## src/rtl/shift_seq_ctrl_if.sv

```systemverilog
// Request channel into the shift sequencer: load data and shift count.
// Single valid/ready handshake; a word transfers on a clock edge where valid && ready.
// The requester holds valid, data and length stable until ready is seen.
interface shift_seq_ctrl_if #(
  parameter int WIDTH = 8,
  parameter int CNT_W = $clog2(WIDTH + 1)
);
  logic             req_valid;
  logic             req_ready;
  logic [WIDTH-1:0] req_data;
  logic [CNT_W-1:0] req_len;

  modport master (output req_valid, output req_data, output req_len, input req_ready);
  modport slave  (input req_valid, input req_data, input req_len, output req_ready);
endinterface

```

## src/rtl/shift_seq_ctrl.sv

```systemverilog
// Sequencer driving a parallel-load/shift register: one load pulse, then len shift enables.
// Latency: accept at T, load at T+1, done at T+2+len, ready again at T+3+len+GAP_CYCLES.
// Backpressure: req_ready only in IDLE (and never during reset); abort cancels LOAD/SHIFT.
module shift_seq_ctrl #(
  parameter int WIDTH      = 8,
  parameter int GAP_CYCLES = 0
) (
  input  logic             clk,
  input  logic             reset_n,
  shift_seq_ctrl_if.slave  req,
  input  logic             abort,
  output logic             sr_load,
  output logic             sr_shift_en,
  output logic [WIDTH-1:0] sr_data,
  output logic             busy,
  output logic             done,
  output logic             aborted,
  output logic [15:0]      xfer_cnt
);
  localparam int CNT_W = $clog2(WIDTH + 1);
  localparam logic [CNT_W-1:0] LEN_MAX  = CNT_W'(WIDTH);
  // Gap counter preloads with the last index so GAP lasts exactly GAP_CYCLES cycles.
  localparam logic [7:0]       GAP_LAST = (GAP_CYCLES > 0) ? 8'(GAP_CYCLES - 1) : 8'd0;

  typedef enum logic [2:0] {
    S_IDLE,
    S_LOAD,
    S_SHIFT,
    S_DONE,
    S_GAP
  } state_t;

  state_t           state_q, state_d;
  logic [WIDTH-1:0] sr_data_q, sr_data_d;
  logic [CNT_W-1:0] cnt_q, cnt_d;
  logic [7:0]       gap_q, gap_d;
  logic [15:0]      xfer_q, xfer_d;
  logic             aborted_q, aborted_d;
  logic             req_ready;

  // Moore outputs decoded from the registered state; ready is forced low while in reset.
  always_comb begin
    req_ready   = (state_q == S_IDLE) && reset_n;
    sr_load     = (state_q == S_LOAD);
    sr_shift_en = (state_q == S_SHIFT);
    done        = (state_q == S_DONE);
    busy        = (state_q != S_IDLE);
  end

  assign req.req_ready = req_ready;
  assign sr_data       = sr_data_q;
  assign aborted       = aborted_q;
  assign xfer_cnt      = xfer_q;

  // Next-state logic: capture on accept, count shifts down, count completions, time the gap.
  always_comb begin
    state_d   = state_q;
    sr_data_d = sr_data_q;
    cnt_d     = cnt_q;
    gap_d     = gap_q;
    xfer_d    = xfer_q;
    aborted_d = 1'b0;
    case (state_q)
      S_IDLE: begin
        if (req.req_valid && req_ready) begin
          sr_data_d = req.req_data;
          cnt_d     = (req.req_len > LEN_MAX) ? LEN_MAX : req.req_len;
          state_d   = S_LOAD;
        end
      end
      S_LOAD: begin
        if (abort) begin
          aborted_d = 1'b1;
          state_d   = S_IDLE;
        end else if (cnt_q == '0) begin
          state_d = S_DONE;
        end else begin
          state_d = S_SHIFT;
        end
      end
      S_SHIFT: begin
        if (abort) begin
          aborted_d = 1'b1;
          state_d   = S_IDLE;
        end else if (cnt_q == CNT_W'(1)) begin
          cnt_d   = '0;
          state_d = S_DONE;
        end else begin
          cnt_d = cnt_q - CNT_W'(1);
        end
      end
      S_DONE: begin
        xfer_d = xfer_q + 16'd1;
        gap_d  = GAP_LAST;
        if (GAP_CYCLES > 0) begin
          state_d = S_GAP;
        end else begin
          state_d = S_IDLE;
        end
      end
      S_GAP: begin
        if (gap_q == 8'd0) begin
          state_d = S_IDLE;
        end else begin
          gap_d = gap_q - 8'd1;
        end
      end
      default: state_d = S_IDLE;
    endcase
  end

  // State register with synchronous active-low reset; reset discards any transfer silently.
  always_ff @(posedge clk) begin
    if (!reset_n) begin
      state_q   <= S_IDLE;
      sr_data_q <= '0;
      cnt_q     <= '0;
      gap_q     <= '0;
      xfer_q    <= '0;
      aborted_q <= 1'b0;
    end else begin
      state_q   <= state_d;
      sr_data_q <= sr_data_d;
      cnt_q     <= cnt_d;
      gap_q     <= gap_d;
      xfer_q    <= xfer_d;
      aborted_q <= aborted_d;
    end
  end
endmodule
```

## src/flat_wrapper.sv

```systemverilog
// flat-port wrapper written by rule: the top's interface ports become plain ports
module shift_seq_ctrl_flat 
#(
  parameter int WIDTH      = 8,
  parameter int GAP_CYCLES = 0
)
  (clk, reset_n, abort, sr_load, sr_shift_en, sr_data, busy, done, aborted, xfer_cnt, req_req_valid, req_req_data, req_req_len, req_req_ready);
  shift_seq_ctrl_if #(.WIDTH(WIDTH)) req_i ();
  input  logic clk;
  input  logic reset_n;
  input  logic abort;
  output logic sr_load;
  output logic sr_shift_en;
  output logic [WIDTH-1:0] sr_data;
  output logic busy;
  output logic done;
  output logic aborted;
  output logic [15:0] xfer_cnt;
  input wire logic [$bits(req_i.req_valid)-1:0] req_req_valid;
  input wire logic [$bits(req_i.req_data)-1:0] req_req_data;
  input wire logic [$bits(req_i.req_len)-1:0] req_req_len;
  output wire logic [$bits(req_i.req_ready)-1:0] req_req_ready;
  assign req_i.req_valid = req_req_valid;
  assign req_i.req_data = req_req_data;
  assign req_i.req_len = req_req_len;
  assign req_req_ready = req_i.req_ready;
  shift_seq_ctrl #(.WIDTH(WIDTH), .GAP_CYCLES(GAP_CYCLES)) u_core (.clk(clk), .reset_n(reset_n), .req(req_i), .abort(abort), .sr_load(sr_load), .sr_shift_en(sr_shift_en), .sr_data(sr_data), .busy(busy), .done(done), .aborted(aborted), .xfer_cnt(xfer_cnt));
endmodule
```

## config.mk

```make
export PLATFORM = sky130hd
export DESIGN_NAME = shift_seq_ctrl_flat
export DESIGN_NICKNAME = d
export VERILOG_FILES = /design/src/rtl/shift_seq_ctrl_if.sv /design/src/rtl/shift_seq_ctrl.sv /design/src/flat_wrapper.sv
export SDC_FILE = /design/constraint.sdc
export NUM_CORES = 1
export LEC_CHECK = 0
export ABC_AREA = 1
export CAP_MARGIN = 5
export CORE_MARGIN = 5
export CORE_UTILIZATION = 42
export CTS_CLUSTER_DIAMETER = 150
export DETAILED_ROUTE_END_ITERATION = 6
export PLACE_DENSITY = 0.73
export SLEW_MARGIN = 30
export SYNTH_ARGS = -nofsm -noshare
export SYNTH_HDL_FRONTEND = slang
export SYNTH_SLANG_ARGS = --single-unit
```

## constraint.sdc

```tcl
create_clock -name clk -period 1.5 [get_ports clk]
set_clock_uncertainty 0.2 [all_clocks]
set_input_delay 0.3 -clock clk [delete_from_list [all_inputs] [get_ports clk]]
set_output_delay 0.3 -clock clk [all_outputs]
set_load 0.02 [all_outputs]
```

==> impl_metrics.yaml, run 1 <==
routing:
  vias_per_cell: 5.05
  detail-route-antenna-nets: 0
  firstDrtPassIters: 5
  vias: 1850
  drtIter0Drc: 152
  wl_per_cell_um: 13.6
  drc: 0
  postRouteWirelength_um: 4970
synthesis:
  synth_most_common_cell: "nand2_1"
  synth_fp_nets: 255
  ys_seq_area_frac: 0.388
  yosysUniqueCellTypes: 22
  synth_edf_count: 0
  netlist_area_um2: 1600
  synth_cells: 231
  syn_avg_cell_area_um2: 6.92
  async_flop_share: 0
  yosys_warnings: 0
  yosysTopAreaCellShare: 0.388
  yosys-top-cells-area: "dfxtp_1 (39%), nand2_1 (13%), nor2_1 (8.0%)"
  synth_top_cell_by_area: "dfxtp_1"
  synth_seq_cells: 31
  ys.flop_type: "dfxtp_1"
  ys_top_cells_by_count: "nand2_1 (56), nor2_1 (34), dfxtp_1 (31)"
critical_path:
  critPathArrivalTime_ps: 1670
  start_kind: "flop"
  slowest_stage: "dfxtp_2"
  end_kind: "flop"
  cp_cell_sequence: "inv_2 > buf_6 > ha_4 > buf_6 > inv_8 > nor2_4 > a21oi_2 > nand3_1 > a21oi_2"
  cp.required_ps: 1510
  cpPeakStageDelay_ps: 350
  cp_max_fo: 5
  critPathKind: "reg -> reg"
sta:
  rsz0062_at_grt: "true"
  slew_headroom: 0.690
  fin_crit_sh: 1.10
  worstMarginPinSlew_ps: 465
  slew_viol_final: 0
  period_minus_slack_ps: 1660
  hold_viol_final: 0
  fmax_ghz: 0.604
  fin_ws_ps: -156
  setup_viol: 26
placement:
  gp_congestion: 0.861
  port_buffers: 45
  dp_hpwl_um: 3000
  place_area_um2: 2340
grt:
  grt_max_degree: 30
  busiest_layer: "met2"
  grtUsageTotal: 0.176
  grt_pass1_vias: 1688
  grt_antenna_before_repair: 0
  grt_pass1_wl_um: 7340
  met1_usage: 0.219
  grt-ovfl-total: 0
  met2_usage: 0.301
  grt_util_met3: 0.0491
pwr:
  p_leak_uw: 0.00128
  peakVddDrop_mv: 0.759
  finalPower_uw: 2470
  power_density_nw_per_um2: 891
floorplanning:
  start_util: 0.434
  rows: 22
  io_pins: 46
  core_area_um2: 3690
  die_y_um: 71.7
  dieArea_um2: 5140
  dieWidth_um: 71.7
final_layout:
  layout-drive-gt1-share: 0.336
  antennaDiodeCount: 0
  final_area_um2: 2770
  area_growth_syn_to_layout_pct: 73.0
  fill_cells: 266
  num-nets-final: 341
job:
  cap_viol_max_count: 0
clocking:
  clk_pin_slew_ps: 70
  cts_tree: "done"
  htreeDepth: 2
  cts_inserted_buffers: 5
  clock_latency_ps: 280
  clk_path_buf_depth: 2
  cts_hold_buf: 0
  cts.sinks: 31
  cts_root_buffer: "clkbuf_8"
hold_path:
  min_path_type: "reg -> reg"
run_status:
  violations: "setup timing"
  status: "complete, but fails checks"
==> metrics by stage <==
stage	TNS, ps	cells	util	worst slack, ps	hold WS (ps)
after floorplan	-12.4	231	-	-12.4	211
after global placement	-7540	350	0.634	-530	255
after detailed placement	-8270	350	0.634	-528	258
after CTS	-1670	360	0.701	-179	264
after global routing	-3640	366	0.750	-251	276
final	-1750	366	0.750	-156	261
==> power by group <==
part	switching [uW]	internal, uW	leakage [uW]
registers	37.2	883	0.000254
logic	435	376	0.000971
clock network	316	419	0.0000515
==> per-layer routing <==
layer | vias up | part of all wire
met2 | 82 | 0.51
li1 | 910 | -
met4 | 0 | 0.013
met5 | - | 0
met3 | 9 | 0.066
met1 | 849 | 0.41
==> cells in the final DEF, fill, tap and decap left out, drive strengths merged, types with 7 or more instances in the layout <==
| master | count |
|---|---|
| nor2 | 38 |
| clkbuf | 11 |
| dfxtp | 31 |
| nand3 | 25 |
| ha | 8 |
| clkdlybuf4s50 | 14 |
| nand2 | 59 |
| clkdlybuf4s15 | 7 |
| a21oi | 17 |
| buf | 41 |
| dlygate4sd2 | 16 |
| o21ai | 13 |
| inv | 28 |
==> area by class of cell <==
cell class                 instances  area [um^2]  area share
clock buffer                       8          100      0.0362
multi-input combinational        169         1080       0.389
tap                               48         60.1      0.0217
inverter                          28          118      0.0425
timing repair buffer              82          786       0.284
sequential                        31          626       0.226
==> path summary, 6_finish.rpt <==
check / endpoint / cells after the start / from / slack, ps
setup / recovery: u_core.state_q[1]$_SDFFE_PN0P_ / 9 / u_core.state_q[0]$_SDFFE_PN0P_ / -160
hold / removal: u_core.sr_data[7]$_SDFFE_PN0P_ / 2 / u_core.sr_data[7]$_SDFFE_PN0P_ / 260
setup reg to reg: u_core.state_q[1]$_SDFFE_PN0P_ / 9 / u_core.state_q[0]$_SDFFE_PN0P_ / -160
hold reg to reg: u_core.sr_data[7]$_SDFFE_PN0P_ / 2 / u_core.sr_data[7]$_SDFFE_PN0P_ / 260
==> cell families after synthesis <==
group | Yosys count | share of synthesized area
AND/OR/NAND/NOR | 128 | 0.358
buffers and inverters | 31 | 0.0790
flip-flops | 31 | 0.388
AO/OA/AOI/OAI | 30 | 0.0962
adder cells (fa/ha/maj) | 8 | 0.0626
XOR/XNOR | 3 | 0.0164
==> registers in the layout (all words and copies together) (netlist names) <==
name and flops:
u_core.xfer_cnt 16, u_core.cnt_q 4, u_core.sr_data 8, u_core.state_q 2, u_core.aborted 1
==> what timing repair did <==
item / CTS / global route
endpoints found under the setup margin: 56 / 44
gates resized for setup: 105 / 47
cloned: 0 / 1
pin swaps: 15 / 22
buffers inserted: 2 / 6
==> worst max-delay path, delay by kind of cell (launching register included) <==
family                     cells  cell delay, ps
adders and majority gates      1             150
DFF                            1             350
buffers and inverters          4             360
and+or+nand+nor                2             160
AOI/OAI and AO/OA              2             350
Power figures use the tool's default switching activity.
==> inputs of run 2 (changes only) <==
CAP_MARGIN = 10   (was 5)
==> results of run 2 <==
Final layout, timing and power as in run 1 (identical DEF).
==> inputs of run 3 (changes only) <==
REMOVE_ABC_BUFFERS = 1   (was default)
SKIP_CTS_REPAIR_TIMING = 1   (was default)
==> impl_metrics.yaml, run 3 (synthesis results as in run 1) <==
hold_path:
  worstHoldStart: "u_core.sr_data[1]$_SDFFE_PN0P_"
  min_path_type: "reg -> reg"
final_layout:
  layout_commonest_cell: "nand2_1"
  layout-drive-gt1-share: 0.345
  area_growth_syn_to_layout_pct: 77.0
  seq_area_um2: 626
  num-nets-final: 340
  mostFrequentLayoutCells: "nand2_1 (48), dfxtp_1 (27), dlymetal6s2s_1 (25)"
  largest_reg_flops: 16
  fill_cells: 270
  multi_input_area_um2: 1090
  finalNonFillerCells: 364
  antennaDiodeCount: 0
placement:
  gp_congestion: 0.798
  dp_hpwl_um: 2900
  place_ws_ps: -482
  dp_cells: 352
  port_buffers: 45
routing:
  met1_length_um: 1830
  drc: 0
  detail-route-antenna-nets: 0
  vias_per_cell: 4.90
  vias: 1785
  firstDrtPassIters: 5
  routed.top_layer: "met4"
  postRouteWirelength_um: 4610
  wl_per_cell_um: 12.7
  dr_wl_met3_um: 264
  wl_met2_um: 2360
  drtIter0Drc: 109
floorplanning:
  rows: 22
  io_pins: 46
  dieArea_um2: 5140
  die_y_um: 71.7
  start_util: 0.434
  core_area_um2: 3690
  dieWidth_um: 71.7
grt:
  grt_pass1_wl_um: 6380
  grt_max_degree: 30
  grt_antenna_before_repair: 0
  grt_pass1_vias: 1538
  grtUsageTotal: 0.154
  grt-ovfl-total: 0
sta:
  worstMarginPinSlew_ps: 355
  period_minus_slack_ps: 1660
  setup_viol: 21
  hold_viol_final: 0
  slew_viol_final: 0
  slew_headroom: 0.762
  fin_crit_sh: 1.11
  fmax_ghz: 0.602
  fin_ws_ps: -161
  rsz0062_at_grt: "true"
critical_path:
  cp.depth: 10
  critPathKind: "reg -> reg"
  cp_common_cell: "nor2_4"
  r2r_slack_ps: -160
  cp.required_ps: 1480
  cp-endpoint: "u_core.xfer_cnt[14]$_SDFFE_PN0P_"
  rr_startpoint: "u_core.state_q[0]$_SDFFE_PN0P_"
  reg2reg_to: "u_core.xfer_cnt[14]$_SDFFE_PN0P_"
  critPathArrivalTime_ps: 1640
  slowest_stage: "dfxtp_2"
  critPathBufInv: 2
  cpPeakStageDelay_ps: 340
  start_kind: "flop"
  cp_max_fo: 6
  cp_cell_sequence: "buf_6 > ha_4 > buf_8 > nand2_4 > nor2_4 > nand2_2 > nor2_4 > nand3_2 > nand2_1 > nor2_1"
  end_kind: "flop"
  r2r_cells: 10
  critPathLaunch: "u_core.state_q[0]$_SDFFE_PN0P_"
  worst_path_dominant_cell_family: "simple AND/OR/NAND/NOR gates"
clocking:
  cts_inserted_buffers: 5
  htreeDepth: 2
  cts.sinks: 31
  clk_path_buf_depth: 2
  cts_root_buffer: "clkbuf_8"
  clk_pin_slew_ps: 70
  clock_latency_ps: 280
  cts_tree: "done"
pwr:
  p_leak_uw: 0.00161
  peakVddDrop_mv: 0.563
  power_density_nw_per_um2: 830
run_status:
  violations: "setup timing"
  status: "complete, but fails checks"
job:
  cap_viol_max_count: 0
## run 3: cell types whose count changed in the layout (fill, tap and decap cells not counted), moves of 3 or more
cell             previous run  this run
dlymetal6s2s_1              1        25
nor2_2                      2         6
buf_6                      16        13
clkdlybuf4s15_1             7         0
o21ai_1                     9         2
dlygate4sd2_1              16         0
o21ai_0                     0         5
nor2_1                     27        24
## run 3: per-layer routing
layer	vias to the layer above	global-route usage
li1	907	-
met2	64	0.273
met3	13	0.0477
met5	-	0
met4	0	0.0626
met1	801	0.168
## run 3: where the power goes
part	leakage [uW]	internal (uW)	switching [uW]	total, uW
registers	0.000254	882	33.8	916
logic	0.00131	368	402	770
clock network	0.0000470	359	303	662
total	0.00161	1610	739	2350
## run 3: per-stage QoR
step | hold WS (ps) | setup TNS (ps) | instance area (um^2) | util | total power, uW
finish | 257 | -1360 | 2830 | 0.767 | 2350
global route | 289 | -2990 | 2830 | 0.767 | 2480
CTS | 265 | -12260 | 2410 | 0.653 | 2220
detailed placement | 257 | -9200 | 2320 | 0.629 | 1550
global placement | 249 | -8270 | 2320 | 0.629 | 1540
floorplan | 210 | -1800 | 1580 | - | 1250
## run 3: worst min path at each step
stage | to | slack (ps) | depth (start not counted)
after floorplan | u_core.sr_data[0]$_SDFFE_PN0P_ | 210 | 2
after global placement | u_core.sr_data[2]$_SDFFE_PN0P_ | 250 | 2
after detailed placement | u_core.sr_data[1]$_SDFFE_PN0P_ | 260 | 2
after CTS | u_core.sr_data[3]$_SDFFE_PN0P_ | 260 | 2
after global routing | u_core.sr_data[1]$_SDFFE_PN0P_ | 290 | 2
final | u_core.sr_data[1]$_SDFFE_PN0P_ | 260 | 2
## run 3: layout make-up
type | instances | share of cell area
multi-input combinational | 169 | 0.387
tap | 48 | 0.0212
clock buffer | 6 | 0.0292
clock inverter | 1 | 0.00177
inverter | 28 | 0.0398
timing repair buffer | 81 | 0.300
sequential | 31 | 0.221
## run 3: tightest hold or removal path, cell delays in order, from the launching register on
cell	delay [ps]
dfxtp_1	300
nand3_1	70
nand2_1	40
